<file path="config.mk">
export PLATFORM = sky130hd
export DESIGN_NAME = param_sync_fifo
export DESIGN_NICKNAME = d
export VERILOG_FILES = /design/src/rtl/param_sync_fifo.sv
export SDC_FILE = /design/constraint.sdc
export NUM_CORES = 1
export LEC_CHECK = 0
export CORE_UTILIZATION = 40
export DETAILED_ROUTE_END_ITERATION = 16
export SKIP_LAST_GASP = 1
export SLEW_MARGIN = 40
export SYNTH_ARGS = -nofsm -noshare
export SYNTH_HDL_FRONTEND = slang
export SYNTH_SLANG_ARGS = --single-unit
</file>
<file path="constraint.sdc">
create_clock -name clk_in -period 4.15 [get_ports clk_in]
set_input_delay 0.83 -clock clk_in [delete_from_list [all_inputs] [get_ports clk_in]]
set_output_delay 0.83 -clock clk_in [all_outputs]
set_load 0.02 [all_outputs]
</file>
<file path="src/rtl/param_sync_fifo.sv">
// param_sync_fifo: single-clock circular-buffer FIFO with wrap-bit pointers,
// occupancy/threshold flags, sticky error flags, flush and optional FWFT read.
module param_sync_fifo #(
    parameter int DATA_WIDTH = 8,
    parameter int DEPTH_POW  = 4,
    parameter int FWFT       = 0
) (
    input  logic                  clk_in,
    input  logic                  rst_in,
    input  logic                  flush_in,
    input  logic                  wrEn_in,
    input  logic [DATA_WIDTH-1:0] data_in,
    input  logic                  rdEn_in,
    output logic [DATA_WIDTH-1:0] data_out,
    output logic                  dataValid_out,
    input  logic [DEPTH_POW:0]    afThresh_in,
    input  logic [DEPTH_POW:0]    aeThresh_in,
    input  logic                  errClr_in,
    output logic [DEPTH_POW:0]    count_out,
    output logic                  full_flag,
    output logic                  empty_flag,
    output logic                  almostFull_flag,
    output logic                  almostEmpty_flag,
    output logic                  overflow_flag,
    output logic                  underflow_flag
);
    localparam int DEPTH = 1 << DEPTH_POW;

    logic [DATA_WIDTH-1:0] mem [DEPTH];
    logic [DEPTH_POW:0]    wr_ptr_q, wr_ptr_d, rd_ptr_q, rd_ptr_d;
    logic [DATA_WIDTH-1:0] dout_q, dout_d, rd_word;
    logic                  vld_q, vld_d, ovf_q, ovf_d, udf_q, udf_d;
    logic                  wr_acc, rd_acc;

    always_comb begin
        count_out        = wr_ptr_q - rd_ptr_q;
        empty_flag       = wr_ptr_q == rd_ptr_q;
        full_flag        = (wr_ptr_q[DEPTH_POW] != rd_ptr_q[DEPTH_POW]) &&
                           (wr_ptr_q[DEPTH_POW-1:0] == rd_ptr_q[DEPTH_POW-1:0]);
        almostFull_flag  = count_out >= afThresh_in;
        almostEmpty_flag = count_out <= aeThresh_in;
        wr_acc           = wrEn_in && !full_flag && !flush_in;
        rd_acc           = rdEn_in && !empty_flag && !flush_in;
        wr_ptr_d         = flush_in ? '0 : wr_ptr_q + (DEPTH_POW+1)'(wr_acc);
        rd_ptr_d         = flush_in ? '0 : rd_ptr_q + (DEPTH_POW+1)'(rd_acc);
        rd_word          = mem[rd_ptr_q[DEPTH_POW-1:0]];
        dout_d           = rd_acc ? rd_word : dout_q;
        vld_d            = rd_acc;
        // a new error in the same cycle as a clear must survive
        ovf_d            = (wrEn_in && full_flag && !flush_in) || (ovf_q && !errClr_in);
        udf_d            = (rdEn_in && empty_flag && !flush_in) || (udf_q && !errClr_in);
        data_out         = (FWFT != 0) ? rd_word : dout_q;
        dataValid_out    = (FWFT != 0) ? !empty_flag : vld_q;
        overflow_flag    = ovf_q;
        underflow_flag   = udf_q;
    end

    always_ff @(posedge clk_in or posedge rst_in) begin
        if (rst_in) begin
            wr_ptr_q <= '0;
            rd_ptr_q <= '0;
            dout_q   <= '0;
            vld_q    <= 1'b0;
            ovf_q    <= 1'b0;
            udf_q    <= 1'b0;
        end else begin
            wr_ptr_q <= wr_ptr_d;
            rd_ptr_q <= rd_ptr_d;
            dout_q   <= dout_d;
            vld_q    <= vld_d;
            ovf_q    <= ovf_d;
            udf_q    <= udf_d;
        end
    end

    // storage is not reset; a write racing reset is dropped
    always_ff @(posedge clk_in) begin
        if (wr_acc && !rst_in)
            mem[wr_ptr_q[DEPTH_POW-1:0]] <= data_in;
    end
endmodule

</file>
==> qor.yml, run 1 <==
synthesis:
  synth_edf_count: 128
  synth-seq-cells: 149
  synth_nets: 427
  synth_ff_type: "edfxtp_1"
  synth_area_um2: 6260
  synth_area_leader_cell: "edfxtp_1"
  synth_top_area_share_pct: 61.4
  ys_async_sr_fraction_pct: 14.1
  ys_seq_area_share_pct: 69.8
  yosysUniqueCellTypes: 36
  yosysWarnings: 0
  synthCells: 384
  syn_area_per_cell_um2: 16.3
  synthTopCellsByArea: "edfxtp_1 61%, mux4_2 12%, dfrtp_1 8.4%"
timing:
  max_slew.worst_pin.slew_ns: 0.679
  finalSetupTns_ns: 0
  slew_headroom_pct: 54.7
  drv_slew: 0
  fin_crit_sh_pct: 93.8
  finalSetupViolations: 0
  rsz0062_at_grt: "false"
  max_clock_freq_mhz: 257
  finalClockSkew_ns: 0.0136
  min_period_ns: 3.89
  hold_viol_final: 0
  holdWs_ns: 0.474
global_routing:
  grt_pass1_wl_um: 20100
  antenna_found_initial: 0
  globalRouteOverflowTotal: 0
  grtUsageTotal_pct: 17.7
  grt_pass1_vias: 3424
  grt_max_degree: 34
finish:
  syn2layout_area_growth_pct: 20.1
  layout-drive-gt1-share_pct: 18.1
  finalInstanceArea_um2: 7520
  nNetsFinal: 489
  antenna_cells: 0
  fillers: 1309
clock_network:
  clock_latency_ns: 0.42
  clk_pin_slew_ns: 0.06
  cts.sinks: 149
  cts_tree: "built"
  clockBufferDepth: 2
  h-tree-depth: 4
  cts_buffers: 17
  post_cts_buffers: 0
  ctsRootBufferMaster: "clkbuf_16"
  holdBufCountCts: 0
power:
  p_leak_uw: 0.00261
  p_per_area_nw_per_um2: 450
  ir_worst_vdd_v: 0.000290
floorplanning:
  die_area_um2: 16200
  core_area_um2: 15300
  io_pins: 44
  dieWidth_um: 127
  start_util_pct: 41.0
  die_y_um: 127
  rows: 45
worst_setup_path:
  crit_path_end_kind: "primary output"
  cp_top_family: "adder cells"
  path_max_fanout: 8
  cpMaxStageDelayCell: "dfrtp_1"
  criticalPathCategory: "flip-flop to primary output"
  critPathLaunchType: "flip-flop"
  crit_chain: "inv_1 -> ha_1 -> inv_1 -> fa_1 -> a21o_1 -> a21oi_1 -> xnor2_1 -> ha_1 -> and4_1 -> nand2_1 -> o211ai_1 -> dlygate4sd2_1"
  slowest_delay_ns: 0.47
  cp.required_ns: 3.32
  arrival_ns: 3.06
  regToRegSetupSlack_ns: 1.19
  critPathBufInv: 3
drt:
  wl_um: 12900
  viasPerCell: 5.04
  drtPass1Iterations: 5
  drt_iter0_markers: 210
  wire_per_inst_um: 19.2
  vias: 3374
  drtAntennaViolNets: 0
  drc: 0
worst_hold_path:
  hold_class: "flip-flop to flip-flop"
flow_run:
  max_cap_viol_count: 0
placement:
  place_area_um2: 6980
  dp_hpwl_um: 8430
  io_buffers: 43
  gp_congestion: 0.846
run_status:
  status: "completed"
## layout make-up
cell class                 instances  area, um2  area share [%]
sequential                       149       4370            58.1
tap                              211        264            3.51
clock inverter                    12       88.8            1.18
timing repair buffer              59        552            7.34
multi-input combinational        199       1730            23.0
inverter                          20       75.1           0.999
clock buffer                      20        437            5.81
## per-stage QoR
stage | utilization (%) | worst slack (ns) | std cells | power [uW]
3_5_place_dp | 45.7 | 0.417 | 638 | 2060
4_1_cts | 49.2 | 0.113 | 670 | 3410
3_3_place_gp | 45.7 | 0.458 | 638 | 2060
2_1_floorplan | - | 0.577 | 384 | 1900
5_1_grt | 49.3 | 0.0897 | 670 | 3510
6_report | 49.3 | 0.256 | 670 | 3380
## logic make-up after synthesis
kind of cell | Yosys count | synth area share [%]
mux | 32 | 11.5
buf+inv | 36 | 2.74
simple gates | 110 | 7.95
flops | 149 | 69.8
fa+ha+maj | 19 | 3.92
xor+xnor | 10 | 1.52
compound gates | 28 | 2.58
## worst paths after layout
path / from / end / cells after the start
worst max-delay path: wr_ptr_q[0] / almostEmpty_flag / 12
worst min-delay path: data_out[5] / data_out[5] / 2
worst max register to register: rd_ptr_q[2] / rd_ptr_q[4] / 12
worst min register to register: data_out[5] / data_out[5] / 2
max in group asynchronous: rst_in / rd_ptr_q[0] / 2
min in group asynchronous: rst_in / underflow_flag / 2
## worst register-to-register path, stage by stage, from the launching register on
cell,delay [ns]
dfrtp_1,0.34
clkinv_1,0.27
ha_1,0.46
and4_1,0.22
nand2_1,0.10
inv_2,0.04
or3_1,0.53
inv_1,0.19
ha_1,0.19
ha_1,0.19
nand3_1,0.10
xor2_1,0.15
nor2_1,0.05
## report_power, final
part	switching (uW)	leakage [uW]	internal (uW)	total, uW
clock	550	0.000245	809	1360
combinational	177	0.000939	159	336
sequential	19.9	0.00143	1670	1690
total	747	0.00261	2630	3380
## registers in the layout, summed over array words and instances, names as in the netlist
name / count
underflow_flag: 1
wr_ptr_q: 5
rd_ptr_q: 5
mem: 128
data_out: 8
dataValid_out: 1
overflow_flag: 1
## metal layers
metal	global-route usage, %	share of wire [%]	vias to the layer above	routed length (um)
met2	27.2	47	105	6000
met4	8.61	2.3	0	293
li1	-	-	1566	-
met5	0	0	-	0
met1	23.8	45	1682	5780
met3	4.15	6.2	21	800
## synth_stat cells, drive strengths merged, types with 2 or more instances
master	number
nand2	29
nor2	47
xor2	4
buf	12
a21oi	4
nor3	5
o32ai	2
xnor2	6
inv	18
a21o	2
and4	2
nand3b	2
o21ai	18
mux4	32
clkinv	2
nand2b	3
edfxtp	128
dfrtp	21
nor2b	6
clkbuf	4
nand3	13
ha	18
## what timing repair did
item | CTS | global route
hold endpoints to repair | 0 | 0
gates resized for setup | 1 | 1
endpoints found under the setup margin | 1 | 1
## placed cells by master (no fill, tap or decap), drive strengths merged, types with 4 or more instances in the layout
cell type,count
a21oi,4
buf,16
clkbuf,20
clkdlybuf4s50,41
clkinv,10
dfrtp,21
edfxtp,128
ha,18
inv,18
mux4,32
nand2,29
nand3,13
nor2,47
nor2b,6
nor3,5
o21ai,18
xnor2,6
xor2,4
(Power assumes the default switching activity.)
==> run 2, diff against run 1 <==
--- a/config.mk
+++ b/config.mk
@@ -7,6 +7,8 @@
 export LEC_CHECK = 0
 export CORE_UTILIZATION = 40
 export DETAILED_ROUTE_END_ITERATION = 16
+export MAX_ROUTING_LAYER = met4
+export PLACE_DENSITY = 0.55
 export SKIP_LAST_GASP = 1
 export SLEW_MARGIN = 40
 export SYNTH_ARGS = -nofsm -noshare
==> run 2 against run 1 <==
Net effect: core utilization grew 0.50 points; die area unchanged; clock power increased by 9.6%; clock skew down 0.0025 ns; first-iteration DRC count is 1.9% lower; sequential cell count did not move; total power rose by 3.8%; highest routed layer unchanged; final cell count is 0.75% higher; worst hold slack lost 0.0023 ns; global-route usage is 0.73 points higher.
==> qor.yml, run 2 (synthesis results as in run 1) <==
worst_hold_path:
  hold_class: "flip-flop to flip-flop"
placement:
  pre_cts_slack_ns: 0.385  # -0.0318 ns
  gp_congestion: 0.748  # -12%
  dp_hpwl_um: 8590  # +2.0%
  placed_cells: 643  # +0.78%
  io_buffers: 43  # unchanged
floorplanning:
  dieWidth_um: 127  # unchanged
  die_area_um2: 16200  # unchanged
  core_area_um2: 15300  # unchanged
  die_y_um: 127  # unchanged
  io_pins: 44  # unchanged
  rows: 45  # unchanged
  start_util_pct: 41.0  # unchanged
drt:
  drt_iter0_markers: 206  # -1.9%
  wire_per_inst_um: 19.7  # +2.6%
  wl_um: 13300  # +3.3%
  viasPerCell: 5.03  # about the same
  vias: 3396  # +0.65%
  drc: 0  # unchanged
  drtPass1Iterations: 4  # -1
  drtAntennaViolNets: 0  # unchanged
timing:
  fin_crit_sh_pct: 94.3  # +0.42 points
  rsz0062_at_grt: "false"
  holdWs_ns: 0.472  # -0.00233 ns
  slew_headroom_pct: 54.4  # -0.38 points
  setup_ws_ns: 0.238  # -0.0172 ns
  drv_slew: 0  # unchanged
  min_period_ns: 3.91  # +0.0172 ns
  finalSetupTns_ns: 0  # unchanged
  max_slew.worst_pin.slew_ns: 0.682  # +0.00360 ns
  finalClockSkew_ns: 0.0111  # -0.00249 ns
  hold_viol_final: 0  # unchanged
  max_clock_freq_mhz: 256  # -0.44%
  finalSetupViolations: 0  # unchanged
flow_run:
  max_cap_viol_count: 0  # unchanged
worst_setup_path:
  cpMaxStageDelayCell: "dfrtp_1"
  crit_chain: "inv_1 -> ha_1 -> inv_1 -> fa_1 -> a21o_1 -> a21oi_1 -> xnor2_1 -> ha_1 -> and4_1 -> nand2_1 -> o211ai_1 -> dlygate4sd2_1"
  arrival_ns: 3.08  # +0.02 ns
  slowest_delay_ns: 0.47  # about the same
  crit_path_end_kind: "primary output"
  path_max_fanout: 8  # unchanged
  criticalPathCategory: "flip-flop to primary output"
  critPathLaunchType: "flip-flop"
  cp.required_ns: 3.32  # about the same
finish:
  largest_reg_flops: 128  # unchanged
  postLayoutCoreUtil_pct: 49.8  # +0.50 points
  instances_no_fill: 675  # +0.75%
  fillers: 1270  # -3.0%
  multiInputGateArea_um2: 1720  # -0.43%
  antenna_cells: 0  # unchanged
  final_cell_mix: "128 x edfxtp_1, 45 x nor2_1, 41 x clkdlybuf4s50_1"
  register_area_um2: 4370  # unchanged
  nNetsFinal: 494  # +1.0%
  final_common_cell: "edfxtp_1"
  layout-drive-gt1-share_pct: 18.5  # +0.45 points
  syn2layout_area_growth_pct: 21.3
global_routing:
  grtUsageTotal_pct: 18.4  # +0.73 points
  grt_pass1_vias: 3463  # +1.1%
  antenna_found_initial: 0  # unchanged
  grt_pass1_wl_um: 20500  # +1.8%
  globalRouteOverflowTotal: 0  # unchanged
  grt_max_degree: 34  # unchanged
clock_network:
  post_cts_buffers: 0  # unchanged
  clockBufferDepth: 2  # unchanged
  cts.sinks: 149  # unchanged
  ctsRootBufferMaster: "clkbuf_16"
  h-tree-depth: 4  # unchanged
  cts_tree: "built"
  clk_pin_slew_ns: 0.06  # about the same
  cts_buffers: 17  # unchanged
  clock_latency_ns: 0.42  # about the same
power:
  p_leak_uw: 0.00267  # +2.1%
  p_per_area_nw_per_um2: 462  # +2.7%
  ir_worst_vdd_v: 0.000262  # -9.7%
run_status:
  status: "completed"
==> run 2: cell types whose count changed in the layout (fill, tap and decap cells not counted), sizes merged <==
cell / delta
clkbuf: -1
clkinv: +1
buf: +5
bufinv: +2
clkinvlp: -2
==> run 2: worst max-delay path, delay by kind of cell (launching register included) <==
family | cells | cell delay (ns)
AND/OR/NAND/NOR | 2 | 0.22
AO/OA/AOI/OAI | 3 | 0.43
buffers and inverters | 3 | 0.49
flip-flops | 1 | 0.47
XOR/XNOR | 1 | 0.19
adder cells (fa/ha/maj) | 3 | 0.85
==> run 2: cell type report <==
| cell class | count | share of cell area [%] |
|---|---|---|
| inverter | 20 | 0.989 |
| tap | 211 | 3.48 |
| clock inverter | 13 | 1.83 |
| timing repair buffer | 64 | 7.76 |
| sequential | 149 | 57.6 |
| clock buffer | 19 | 5.70 |
| multi-input combinational | 199 | 22.7 |
==> run 2: path summary, 6_finish.rpt <==
path / endpoint / cells past startpoint / slack, ns / start
max in group asynchronous: rd_ptr_q[0] / 2 / 3.03 / rst_in
min reg2reg: data_out[5] / 2 / 0.47 / data_out[5]
min in group asynchronous: wr_ptr_q[0] / 2 / 0.79 / rst_in
min: data_out[5] / 2 / 0.47 / data_out[5]
max: almostEmpty_flag / 12 / 0.24 / wr_ptr_q[0]
max reg2reg: rd_ptr_q[4] / 12 / 1.22 / wr_ptr_q[0]
==> run 2: metrics by stage <==
step	power [uW]	cell area, um2
2_1_floorplan	1900	6260
3_3_place_gp	2060	7020
3_5_place_dp	2060	7020
4_1_cts	3540	7590
5_1_grt	3630	7590
6_report	3510	7590
==> run 2: power by group <==
part / switching (uW) / internal (uW)
logic: 180 / 159
clock network: 555 / 930
registers: 18.7 / 1670
==> run 2: repair_timing <==
item                       4_1_cts  5_1_grt
hold buffers                     0        0
setup endpoints to repair        1        1
gates resized for setup          1        1
==> run 2: layer usage <==
layer	up-vias	wire length (um)	track usage, %
met5	-	0	-
met4	0	250	6.09
met3	14	645	5.28
met2	89	6260	27.6
met1	1720	6140	24.3
li1	1573	-	-
==> run 3, diff against run 2 <==
==> constraint.sdc (replaced) <==
create_clock -name clk_in -period 4.9 [get_ports clk_in]
set_input_delay 0.98 -clock clk_in [delete_from_list [all_inputs] [get_ports clk_in]]
set_output_delay 0.98 -clock clk_in [all_outputs]
set_load 0.02 [all_outputs]
==> run 3 against run 2 <==
Net effect: first-iteration DRC count decreased by 15%; clock power is 23% lower; total power decreased by 18%; final area fell by 2.0%; critical path type unchanged; largest cell class unchanged; largest power group unchanged.
==> qor.yml, run 3 (synthesis results as in run 1) <==
clock_network:
  post_cts_buffers: 0  # unchanged
  clockBufferDepth: 2  # unchanged
  h-tree-depth: 4  # unchanged
  cts-resized-gates: 0  # -1
  cts.sinks: 149  # unchanged
  clock_latency_ns: 0.43  # about the same
  ctsRootBufferMaster: "clkbuf_16"
  clk_pin_slew_ns: 0.06  # about the same
  cts_tree: "built"
  holdBufCountCts: 0  # unchanged
  cts_buffers: 17  # unchanged
floorplanning:
  start_util_pct: 41.0  # unchanged
  rows: 45  # unchanged
  io_pins: 44  # unchanged
  die_y_um: 127  # unchanged
  die_area_um2: 16200  # unchanged
  core_area_um2: 15300  # unchanged
  dieWidth_um: 127  # unchanged
power:
  p_per_area_nw_per_um2: 385  # -17%
  p_leak_uw: 0.00255  # -4.4%
  ir_worst_vdd_v: 0.000234  # -11%
  finalPower_uw: 2860  # -18%
global_routing:
  antenna_found_initial: 0  # unchanged
  grt_pass1_vias: 3371  # -2.7%
  grt_max_degree: 34  # unchanged
  grtUsageTotal_pct: 18.2  # -0.17 points
  grt_pass1_wl_um: 20100  # -1.9%
  globalRouteOverflowTotal: 0  # unchanged
worst_setup_path:
  r2r_cells: 7  # -5
  rr_endpoint: "mem[2][1]"
  arrival_ns: 3.37  # +0.29 ns
  startpoint: "wr_ptr_q[0]"
  cp_top_family: "adder cells"
  slowest_delay_ns: 0.62  # +0.15 ns
  critPathLaunchType: "flip-flop"
  criticalPathCategory: "flip-flop to primary output"
  crit_chain: "inv_1 -> ha_1 -> inv_1 -> fa_1 -> ha_1 -> nor2b_1 -> o21a_1 -> o21ai_0 -> nand2_1 -> o211ai_1 -> clkdlybuf4s50_1"
  cp.required_ns: 3.92  # +0.60 ns
  regToRegSetupSlack_ns: 1.68  # +0.46 ns
  path_max_fanout: 8  # unchanged
  r2r_start: "rd_ptr_q[2]"
  cpMaxStageDelayCell: "clkdlybuf4s50_1"
  crit_path_end_kind: "primary output"
  critPathBufInv: 3  # unchanged
finish:
  final_cell_mix: "128 x edfxtp_1, 43 x clkdlybuf4s50_1, 41 x nor2_1"
  fillers: 1314  # +3.5%
  syn2layout_area_growth_pct: 18.8
  final_common_cell: "edfxtp_1"
  register_area_um2: 4370  # unchanged
  multiInputGateArea_um2: 1740  # +0.94%
  largest_reg_flops: 128  # unchanged
  layout-drive-gt1-share_pct: 16.5  # -2.1 points
  nNetsFinal: 480  # -2.8%
  antenna_cells: 0  # unchanged
placement:
  gp_congestion: 0.768  # +2.6%
  io_buffers: 43  # unchanged
  pre_cts_slack_ns: 0.935  # +0.550 ns
  dp_hpwl_um: 8290  # -3.5%
run_status:
  status: "completed"
drt:
  drt_iter0_markers: 175  # -15%
  drtPass1Iterations: 4  # unchanged
  drc: 0  # unchanged
  wire_per_inst_um: 19.8  # +0.67%
  viasPerCell: 5.05  # +0.29%
  drtAntennaViolNets: 0  # unchanged
  vias: 3330  # -1.9%
  wl_um: 13100  # -1.6%
timing:
  max_slew.worst_pin.slew_ns: 0.824  # +0.142 ns
  drv_slew: 0  # unchanged
  slew_headroom_pct: 44.8  # -9.5 points
  setup_ws_ns: 0.551  # +0.313 ns
  finalSetupViolations: 0  # unchanged
  max_clock_freq_mhz: 230
  finalSetupTns_ns: 0  # unchanged
  holdWs_ns: 0.473  # +0.00119 ns
  fin_crit_sh_pct: 88.7
  min_period_ns: 4.35
  finalClockSkew_ns: 0.0151  # +0.00406 ns
  rsz0062_at_grt: "false"
  hold_viol_final: 0  # unchanged
worst_hold_path:
  hold_class: "flip-flop to flip-flop"
  min_to: "data_out[5]"
  holdPathStages: 2  # unchanged
  min_from: "data_out[5]"
flow_run:
  max_cap_viol_count: 0  # unchanged
run 3: cell types whose count changed in the layout (fill, tap and decap cells not counted), sizes merged:
cell / delta
buf: -14
clkdlybuf4s50: +2
clkbuf: +5
clkinv: -3
dlymetal6s2s: -1
clkinvlp: -1
dlygate4sd2: -1
bufinv: -2
run 3: per-stage QoR:
stage | utilization, % | area (um2) | cells
2_1_floorplan | - | 6260 | 384
3_3_place_gp | 45.3 | 6910 | 629
3_5_place_dp | 45.3 | 6910 | 629
4_1_cts | 48.6 | 7420 | 660
5_1_grt | 48.8 | 7440 | 660
6_report | 48.8 | 7440 | 660
run 3: final cells by class:
class                      instances  share of cell area, %
clock inverter                     7                  0.773
tap                              211                   3.55
multi-input combinational        199                   23.4
timing repair buffer              50                   6.49
clock buffer                      24                   6.07
inverter                          20                   1.01
sequential                       149                   58.7
run 3: worst max-delay path by stage:
stage                            end  slack, ns  cells past startpoint
global placement    almostEmpty_flag       0.97                      9
CTS                 almostEmpty_flag       0.53                     12
detailed placement  almostEmpty_flag       0.94                      9
finish              almostEmpty_flag       0.55                     11
global route        almostEmpty_flag       0.35                     12
floorplan           almostEmpty_flag       1.18                     11
run 3: power breakdown:
group	switching (uW)	internal, uW	total, uW
Clock	463	686	1150
Combinational	152	135	287
Sequential	16.0	1410	1430
Total	632	2230	2860
run 3: worst register-to-register path: stages (launching register included):
cell      delay, ns
dfrtp_1        0.36
clkinv_1       0.32
ha_1           0.48
nand4_1        0.17
nor2_2         0.07
nor3_2         0.30
or3b_1         0.52
nor2_1         0.63
run 3: per-layer routing:
metal | wire length, um | vias to the layer above | global-route usage (%)
li1 | - | 1549 | -
met1 | 6220 | 1675 | 24.6
met2 | 6110 | 88 | 27.1
met3 | 591 | 18 | 3.89
met4 | 169 | 0 | 7.49
met5 | 0 | - | -
